**src/rtl/fp_minmax_reduce_if.sv**
```systemverilog
// Bundle of configuration, operand stream and result signals of the FP min/max
// reduction engine. The engine itself sits on the slave side.
interface fp_minmax_reduce_if #(
   parameter int CNT_W = 8
);
   logic             cfg_start;
   logic [CNT_W-1:0] cfg_len;
   logic             cfg_mode;
   logic             busy;
   logic             in_valid;
   logic             in_ready;
   logic [31:0]      in_data;
   logic             out_valid;
   logic             out_ready;
   logic [31:0]      out_data;
   logic [CNT_W-1:0] out_index;

   modport master (
      output cfg_start, cfg_len, cfg_mode, in_valid, in_data, out_ready,
      input  busy, in_ready, out_valid, out_data, out_index
   );

   modport slave (
      input  cfg_start, cfg_len, cfg_mode, in_valid, in_data, out_ready,
      output busy, in_ready, out_valid, out_data, out_index
   );
endinterface

```
**src/rtl/fp_minmax_reduce.sv**
```systemverilog
// Sequenced max/min reduction over a stream of IEEE-754 single words, one
// compare per cycle; returns the winning word and its first-occurrence index.
module fp_minmax_reduce #(
   parameter int CNT_W = 8
) (
   input  logic                clk,
   input  logic                rst,
   fp_minmax_reduce_if.slave   bus,
   output logic [1:0]          dbg_state
);

   // Handshake: a beat transfers on a rising edge where valid && ready are both
   // high; valid, once raised by the producer, and its payload stay put until
   // that edge. in_ready and out_valid are registered and change only on edges.

   typedef enum logic [1:0] {
      IDLE  = 2'd0,
      ACCUM = 2'd1,
      DONE  = 2'd2
   } state_t;

   state_t           state;
   logic [CNT_W-1:0] len_q;
   logic             mode_q;
   logic [CNT_W-1:0] count_q;
   logic [31:0]      win_q;
   logic [CNT_W-1:0] idx_q;
   logic             busy_q;
   logic             in_ready_q;
   logic             out_valid_q;

   // Total order on raw bits: sign first, then magnitude, inverted for negatives.
   function automatic logic fp_gt(input logic [31:0] a, input logic [31:0] b);
      logic r;
      if (a[31] != b[31])
         r = ~a[31];
      else if (!a[31])
         r = (a[30:0] > b[30:0]);
      else
         r = (a[30:0] < b[30:0]);
      return r;
   endfunction

   logic better;
   always_comb begin
      better = 1'b0;
      if (mode_q)
         better = fp_gt(win_q, bus.in_data);
      else
         better = fp_gt(bus.in_data, win_q);
   end

   logic last_beat;
   assign last_beat = (count_q == (len_q - 1'b1));

   always_ff @(posedge clk) begin
      if (rst) begin
         state       <= IDLE;
         len_q       <= '0;
         mode_q      <= 1'b0;
         count_q     <= '0;
         win_q       <= '0;
         idx_q       <= '0;
         busy_q      <= 1'b0;
         in_ready_q  <= 1'b0;
         out_valid_q <= 1'b0;
      end else begin
         case (state)
            IDLE: begin
               if (bus.cfg_start) begin
                  busy_q <= 1'b1;
                  if (bus.cfg_len == '0) begin
                     win_q       <= '0;
                     idx_q       <= '0;
                     out_valid_q <= 1'b1;
                     state       <= DONE;
                  end else begin
                     len_q      <= bus.cfg_len;
                     mode_q     <= bus.cfg_mode;
                     count_q    <= '0;
                     in_ready_q <= 1'b1;
                     state      <= ACCUM;
                  end
               end
            end

            ACCUM: begin
               if (bus.in_valid) begin
                  // Strict compare so ties keep the earlier element.
                  if (count_q == '0 || better) begin
                     win_q <= bus.in_data;
                     idx_q <= count_q;
                  end
                  count_q <= count_q + 1'b1;
                  if (last_beat) begin
                     in_ready_q  <= 1'b0;
                     out_valid_q <= 1'b1;
                     state       <= DONE;
                  end
               end
            end

            DONE: begin
               if (bus.out_ready) begin
                  out_valid_q <= 1'b0;
                  busy_q      <= 1'b0;
                  state       <= IDLE;
               end
            end

            default: begin
               busy_q      <= 1'b0;
               in_ready_q  <= 1'b0;
               out_valid_q <= 1'b0;
               state       <= IDLE;
            end
         endcase
      end
   end

   assign bus.busy      = busy_q;
   assign bus.in_ready  = in_ready_q;
   assign bus.out_valid = out_valid_q;
   assign bus.out_data  = win_q;
   assign bus.out_index = idx_q;
   assign dbg_state     = state;

endmodule

```
**src/flat_wrapper.sv**
```systemverilog
// flat-port wrapper written by rule: the top's interface ports become plain ports
module fp_minmax_reduce_flat 
#(
   parameter int CNT_W = 8
)
  (clk, rst, dbg_state, bus_cfg_start, bus_cfg_len, bus_cfg_mode, bus_in_valid, bus_in_data, bus_out_ready, bus_busy, bus_in_ready, bus_out_valid, bus_out_data, bus_out_index);
  fp_minmax_reduce_if #(.CNT_W(CNT_W)) bus_i ();
  input  logic clk;
  input  logic rst;
  output logic [1:0] dbg_state;
  input wire logic [$bits(bus_i.cfg_start)-1:0] bus_cfg_start;
  input wire logic [$bits(bus_i.cfg_len)-1:0] bus_cfg_len;
  input wire logic [$bits(bus_i.cfg_mode)-1:0] bus_cfg_mode;
  input wire logic [$bits(bus_i.in_valid)-1:0] bus_in_valid;
  input wire logic [$bits(bus_i.in_data)-1:0] bus_in_data;
  input wire logic [$bits(bus_i.out_ready)-1:0] bus_out_ready;
  output wire logic [$bits(bus_i.busy)-1:0] bus_busy;
  output wire logic [$bits(bus_i.in_ready)-1:0] bus_in_ready;
  output wire logic [$bits(bus_i.out_valid)-1:0] bus_out_valid;
  output wire logic [$bits(bus_i.out_data)-1:0] bus_out_data;
  output wire logic [$bits(bus_i.out_index)-1:0] bus_out_index;
  assign bus_i.cfg_start = bus_cfg_start;
  assign bus_i.cfg_len = bus_cfg_len;
  assign bus_i.cfg_mode = bus_cfg_mode;
  assign bus_i.in_valid = bus_in_valid;
  assign bus_i.in_data = bus_in_data;
  assign bus_i.out_ready = bus_out_ready;
  assign bus_busy = bus_i.busy;
  assign bus_in_ready = bus_i.in_ready;
  assign bus_out_valid = bus_i.out_valid;
  assign bus_out_data = bus_i.out_data;
  assign bus_out_index = bus_i.out_index;
  fp_minmax_reduce #(.CNT_W(CNT_W)) u_core (.clk(clk), .rst(rst), .bus(bus_i), .dbg_state(dbg_state));
endmodule
```
**config.mk**
```make
export PLATFORM = sky130hd
export DESIGN_NAME = fp_minmax_reduce_flat
export DESIGN_NICKNAME = d
export VERILOG_FILES = /design/src/rtl/fp_minmax_reduce_if.sv /design/src/rtl/fp_minmax_reduce.sv /design/src/flat_wrapper.sv
export SDC_FILE = /design/constraint.sdc
export NUM_CORES = 1
export LEC_CHECK = 0
export BUFFER_PORTS_ARGS = -buffer_cell sky130_fd_sc_hd__buf_2
export CORE_ASPECT_RATIO = 1.75
export CORE_MARGIN = 4
export CORE_UTILIZATION = 40
export CTS_CLUSTER_DIAMETER = 50
export DETAILED_ROUTE_END_ITERATION = 16
export PLACE_DENSITY = 0.64
export SLEW_MARGIN = 0
export SYNTH_ARGS = -nofsm -noshare
export SYNTH_HDL_FRONTEND = slang
export SYNTH_SLANG_ARGS = --single-unit
```
**constraint.sdc**
```tcl
create_clock -name clk -period 5.7 [get_ports clk]
set_clock_uncertainty 0.2 [all_clocks]
set_input_delay 0.285 -clock clk [delete_from_list [all_inputs] [get_ports clk]]
set_output_delay 0.285 -clock clk [all_outputs]
set_load 0.02 [all_outputs]
```
Word level (Yosys, flattened, before mapping)
Cells that the tools add are included.
{"block": "totals", "output_inout_bits": 45, "input_bits": 46, "elab_cells": 82, "register_bits": 62}
{"block": "op_classes", "n_eq_ne": 12, "bitwise": 5, "n_reduce_logical": 12, "muxes": 38, "n_lt_le_gt_ge": 4, "n_addsub": 2}
{"operator": "$mux 32", "count": 4}
{"operator": "$pmux 32 s2", "count": 1}
{"operator": "$gt 31x31->1", "count": 2}
{"operator": "$lt 31x31->1", "count": 2}
{"operator": "$mux 8", "count": 7}
{"operator": "$pmux 8 s2", "count": 2}
{"operator": "$logic_not 8->1", "count": 2}
{"operator": "$mux 1", "count": 15}
{"operator": "$reduce_and 5->1", "count": 3}
{"operator": "$mux 2", "count": 5}
{"operator": "$pmux 1 s3", "count": 3}
{"operator": "$add 8x1->8 const B", "count": 1}
{"operator": "$eq 8x8->1", "count": 1}
{"operator": "$ne 2x2->1 const B", "count": 4}
{"operator": "$reduce_and 4->1", "count": 2}
{"operator": "$sub 8x1->8 const B", "count": 1}
{"operator": "$ne 2x1->1 const B", "count": 3}
{"operator": "$pmux 2 s3", "count": 1}
{"operator": "$reduce_and 3->1", "count": 2}
{"operator": "$not 1->1", "count": 5}
{"operator": "$eq 2x1->1 const B", "count": 1}
{"operator": "$eq 2x2->1 const B", "count": 1}
{"operator": "$logic_not 2->1", "count": 1}
{"operator": "$ne 1x1->1", "count": 2}
{"operator": "other kinds (2)", "count": 2}

Depth between registers and ports, before layout
{"block": "depth", "word_depth": 8, "mapped_depth": 11, "mapped_depth_nobuf": 9}

Least setup slack after synthesis
Ideal clock, no wire load.
{"block": "synth_timing", "kind": "reg-to-reg", "startpoint": "reg u_core.win_q[30], in the netlist u_core.bus.out_data[30]", "endpoint": "reg u_core.idx_q[4], in the netlist u_core.bus.out_index[4]", "period_less_slack_ns": 2.785, "arrival_ns": 2.506, "setup_ns": 0.079, "n_path_buf": 2, "path_slack_ns": 2.915, "required_ns": 5.421, "stages_incl_launch_ff": 11, "cell_sequence": "dfxtp_1 inv_1 ha_1 nand4_1 or3_1 a2111oi_1 or2_1 clkbuf_1 buf_2 a32oi_1 o211ai_1"}
{"block": "synth_via", "elab_chain_cells": 7, "elab_cells_between_ends": 12, "cone_classes": "4 x order compare; 1 x eq/ne; 5 x mux; 2 x reduce/logical"}
{"item": "start: declaration", "line_no": "fp_minmax_reduce.sv:26", "source": "logic [31:0] win_q;"}
{"item": "start signal: assignment", "line_no": "fp_minmax_reduce.sv:91", "source": "win_q <= bus.in_data;"}
{"item": "$gt 31x31->1 / $lt 31x31->1 (equally long branches)", "line_no": "fp_minmax_reduce.sv:38, fp_minmax_reduce.sv:40"}
{"item": "$mux 1", "line_no": "fp_minmax_reduce.sv:37", "source": "else if (!a[31])"}
{"item": "$mux 1", "line_no": "fp_minmax_reduce.sv:35", "source": "if (a[31] != b[31])"}
{"item": "$mux 1 (*)", "line_no": "fp_minmax_reduce.sv:47", "source": "if (mode_q)"}
{"item": "$logic_or 1x1->1 (*)", "line_no": "fp_minmax_reduce.sv:90", "source": "if (count_q == '0 || better) begin"}
{"item": "$ne 2x1->1 (no line) (*)"}
{"item": "$reduce_and 5->1 (no line) (*)"}
{"item": "end signal: assignment", "line_no": "fp_minmax_reduce.sv:92", "source": "idx_q <= count_q;"}
{"item": "end: declaration", "line_no": "fp_minmax_reduce.sv:27", "source": "logic [CNT_W-1:0] idx_q;"}
Every way passes the cells marked *; elsewhere a longest branch is shown, timed or not.
A chain may end at the register's enable or synchronous reset.

Worst setup path after layout
{"block": "layout_timing", "startpoint": "reg u_core.win_q[30], in the netlist u_core.bus.out_data[30]", "endpoint": "reg u_core.win_q[4], in the netlist u_core.bus.out_data[4]"}
{"block": "layout_via", "elab_chain_cells": 7, "elab_cells_between_ends": 12, "cone_classes": "4 x order compare; 1 x eq/ne; 5 x mux; 2 x reduce/logical"}
{"item": "$gt 31x31->1 / $lt 31x31->1 (equally long branches)", "line_no": "fp_minmax_reduce.sv:38, fp_minmax_reduce.sv:40"}
{"item": "$mux 1", "line_no": "fp_minmax_reduce.sv:37"}
{"item": "$mux 1", "line_no": "fp_minmax_reduce.sv:35"}
{"item": "$mux 1 (*)", "line_no": "fp_minmax_reduce.sv:47"}
{"item": "$logic_or 1x1->1 (*)", "line_no": "fp_minmax_reduce.sv:90"}
{"item": "$ne 2x1->1 (no line) (*)"}
{"item": "$reduce_and 5->1 (no line) (*)"}
Marks and branches as above.

==> impl_metrics.py <==
metrics = {
    "hold_path": {
        "hp-class": "input port to register",
    },
    "final_layout": {
        "drive_gt1_share_pct": 20.83,
        "layout.nets": 656,
        "layout_common_cells": "90 x buf_2, 65 x o211ai_1, 62 x dfxtp_1",
        "stdcell_count": 706,
        "design_area_sq_um": 4846,
        "diodes": 0,
        "final_common_cell": "buf_2",
        "syn_to_final_growth_pct": 19.83,
    },
    "die": {
        "die_x_um": 84.01,
        "start_util_pct": 41.06,
        "fp.dieH_um": 141.0,
        "rows": 48,
        "num_io_pins": 91,
        "dieArea_sq_um": 11850,
        "core_sq_um": 9849,
    },
    "sta": {
        "setup_tns_ns": 0,
        "setup-violations-final": 0,
        "finalHoldViolCount": 0,
        "fmax_mhz": 266.1,
        "worstMarginPinSlew_ns": 1.131,
        "slew_headroom_pct": 24.45,
        "finalCritPeriodShare_pct": 65.93,
        "grt_setup_unrepaired": "no",
        "fin_crit_ns": 3.758,
        "drv_slew": 0,
    },
    "pwr": {
        "leakage_uw": 0.001955,
        "peakVddDrop_mv": 0.1952,
        "power_density_nw_per_um2": 251.9,
    },
    "critical_path": {
        "crit_path_top_delay_cell": "a2111oi_1",
        "cp_slowest_stage_delay_ns": 0.75,
        "start_kind": "register",
        "crit_fanout": 21,
        "cp.required_ns": 5.75,
        "worstPathCellList": "inv_1 -> ha_1 -> nand4_1 -> or3_1 -> a2111oi_1 -> or2_1 -> buf_4 -> nand3_1 -> o211ai_1",
        "critical_path.top_delay_family": "simple AND/OR/NAND/NOR gates",
        "cp.arrival_ns": 3.81,
        "cp_num_buf_inv": 2,
        "crit_type": "register to register",
        "endpoint_kind": "register",
    },
    "cts": {
        "cts_inserted_buffers": 9,
        "clkTransAtPathRegs_ns": 0.06,
        "ctsHoldBuffers": 3,
        "htreeDepth": 3,
        "post_cts_buffers": 0,
        "clock_latency_ns": 0.33,
        "cts_tree": "done",
        "cts_resized": 0,
        "clock_path_buffers": 2,
        "cts.sinks": 62,
        "clock-root-buffer": "clkbuf_16",
    },
    "yosys": {
        "syn-num-nets": 585,
        "netlist_area_sq_um": 4044,
        "ys_dominant_reg_cell": "dfxtp_1",
        "ys_async_sr_fraction_pct": 0,
        "synth-seq-cells": 62,
        "synth.distinct_cells": 55,
        "avgSynthCellArea_sq_um": 8.008,
        "synth-seq-area-share_pct": 30.69,
        "synth_edf_count": 0,
        "syn_inst": 505,
        "yosysWarnings": 0,
    },
    "detailed_routing": {
        "dr.pass1.iters": 4,
        "via_count": 3982,
        "remaining_drc_errors": 0,
        "drtAntennaViolNets": 0,
        "drtIter0Drc": 245,
        "routed_wl_um": 11250,
        "wire_per_inst_um": 15.93,
        "routed_via_density": 5.640,
    },
    "grt": {
        "grt_first_pass_wirelength_um": 18960,
        "grt_max_degree": 84,
        "antenna_found_initial": 0,
        "grt.overflow.total": 0,
        "grt_usage_pct": 19.53,
        "grt_pass1_vias": 3883,
    },
    "job": {
        "cap_violations": 0,
    },
    "placed_design": {
        "gp_congestion": 0.8399,
        "dpl_cell_area_sq_um": 4528,
        "port_buffers": 90,
        "dp_hpwl_um": 8065,
        "dp_cells": 687,
    },
    "run_status": {
        "outcome": "completed",
    },
}
cells in the mapped netlist, drive strengths merged, types with 2 or more instances:
cell | n | area, sq um
nand2 | 52 | 195.2
a221oi | 2 | 17.52
nand4 | 14 | 87.58
xor2 | 11 | 96.34
a31oi | 2 | 12.51
o21ai | 8 | 40.03
or4 | 2 | 15.01
and3 | 2 | 12.51
or3 | 2 | 12.51
and4 | 2 | 17.52
nand2b | 3 | 18.77
xnor2 | 6 | 52.55
a2bb2oi | 5 | 56.31
nor4 | 2 | 12.51
ha | 34 | 425.4
nand3 | 61 | 305.3
nor2 | 32 | 120.1
mux2i | 9 | 90.09
clkbuf | 22 | 82.58
o211ai | 66 | 500.5
nor2b | 2 | 12.51
a21oi | 19 | 106.4
o21a | 4 | 30.03
buf | 16 | 83.83
dfxtp | 62 | 1241
o31ai | 2 | 15.01
inv | 37 | 138.9
nand3b | 5 | 37.54
worst register-to-register path, stage by stage (launching register included):
cell and delay [ns]:
dfxtp_1 0.38, inv_1 0.06, ha_1 0.31, nand4_1 0.19, or3_1 0.43, a2111oi_1 0.75
or2_1 0.71, buf_4 0.39, nand3_1 0.11, o211ai_1 0.14
area by class of cell:
cell class	count	area (sq um)
clock buffer	13	270.3
clock inverter	3	17.52
fill	995	5004
inverter	37	138.9
multi-input combinational	368	2504
sequential	62	1241
tap	125	156.4
timing repair buffer	98	518.0
cells by family (layout without fill, tap and decap cells):
logic type | count (synthesis) | after routing | synth area share, %
adders and majority gates | 34 | 34 | 10.52
DFF | 62 | 62 | 30.69
AOI/OAI and AO/OA | 121 | 121 | 22.22
buffers and inverters | 75 | 151 | 7.549
and+or+nand+nor | 186 | 186 | 22.83
xor gates and xnor gates | 17 | 17 | 3.682
muxes | 10 | 10 | 2.506
worst paths after layout:
kind                            cells past startpoint                                  from  slack [ns]                              endpoint
worst max-delay path                                9  u_core.bus.out_data[30]$_SDFFE_PP0P_        1.94   u_core.bus.out_data[4]$_SDFFE_PP0P_
worst min-delay path                                3                        bus_cfg_len[1]        0.01          u_core.len_q[1]$_SDFFE_PP0P_
worst max register to register                      9  u_core.bus.out_data[30]$_SDFFE_PP0P_        1.94   u_core.bus.out_data[4]$_SDFFE_PP0P_
worst min register to register                      2  u_core.bus.out_data[28]$_SDFFE_PP0P_        0.31  u_core.bus.out_data[28]$_SDFFE_PP0P_
through the flow:
stage | setup slack (ns) | power, uW | hold WS, ns | utilization [%]
after floorplan | 2.915 | 630.7 | 0.1841 | -
after global placement | 2.149 | 694.6 | 0.2873 | 45.97
after detailed placement | 1.996 | 699.4 | 0.2977 | 45.97
after CTS | 1.952 | 1232 | 0.0002724 | 49.20
after global routing | 1.636 | 1281 | 0.03391 | 49.20
final | 1.942 | 1221 | 0.01047 | 49.20
state kept, by name, summed over array words and instances (netlist names):
register and count:
u_core.bus.busy 1, u_core.bus.in_ready 1, u_core.bus.out_data 32, u_core.bus.out_index 8
u_core.bus.out_valid 1, u_core.count_q 8, u_core.dbg_state 2, u_core.len_q 8
u_core.mode_q 1
metal layers:
layer | up-vias | share of wire [%] | track usage, %
met5 | - | 0 | 0
met4 | 0 | 2.1 | 7.627
met3 | 19 | 3.5 | 3.216
met2 | 81 | 55 | 36.30
met1 | 1900 | 39 | 21.87
li1 | 1982 | - | -
power by group:
part           switching, uW  internal, uW
clock network            200           328
registers               24.6           454
logic                    126          87.9
(Power assumes the default switching activity.)
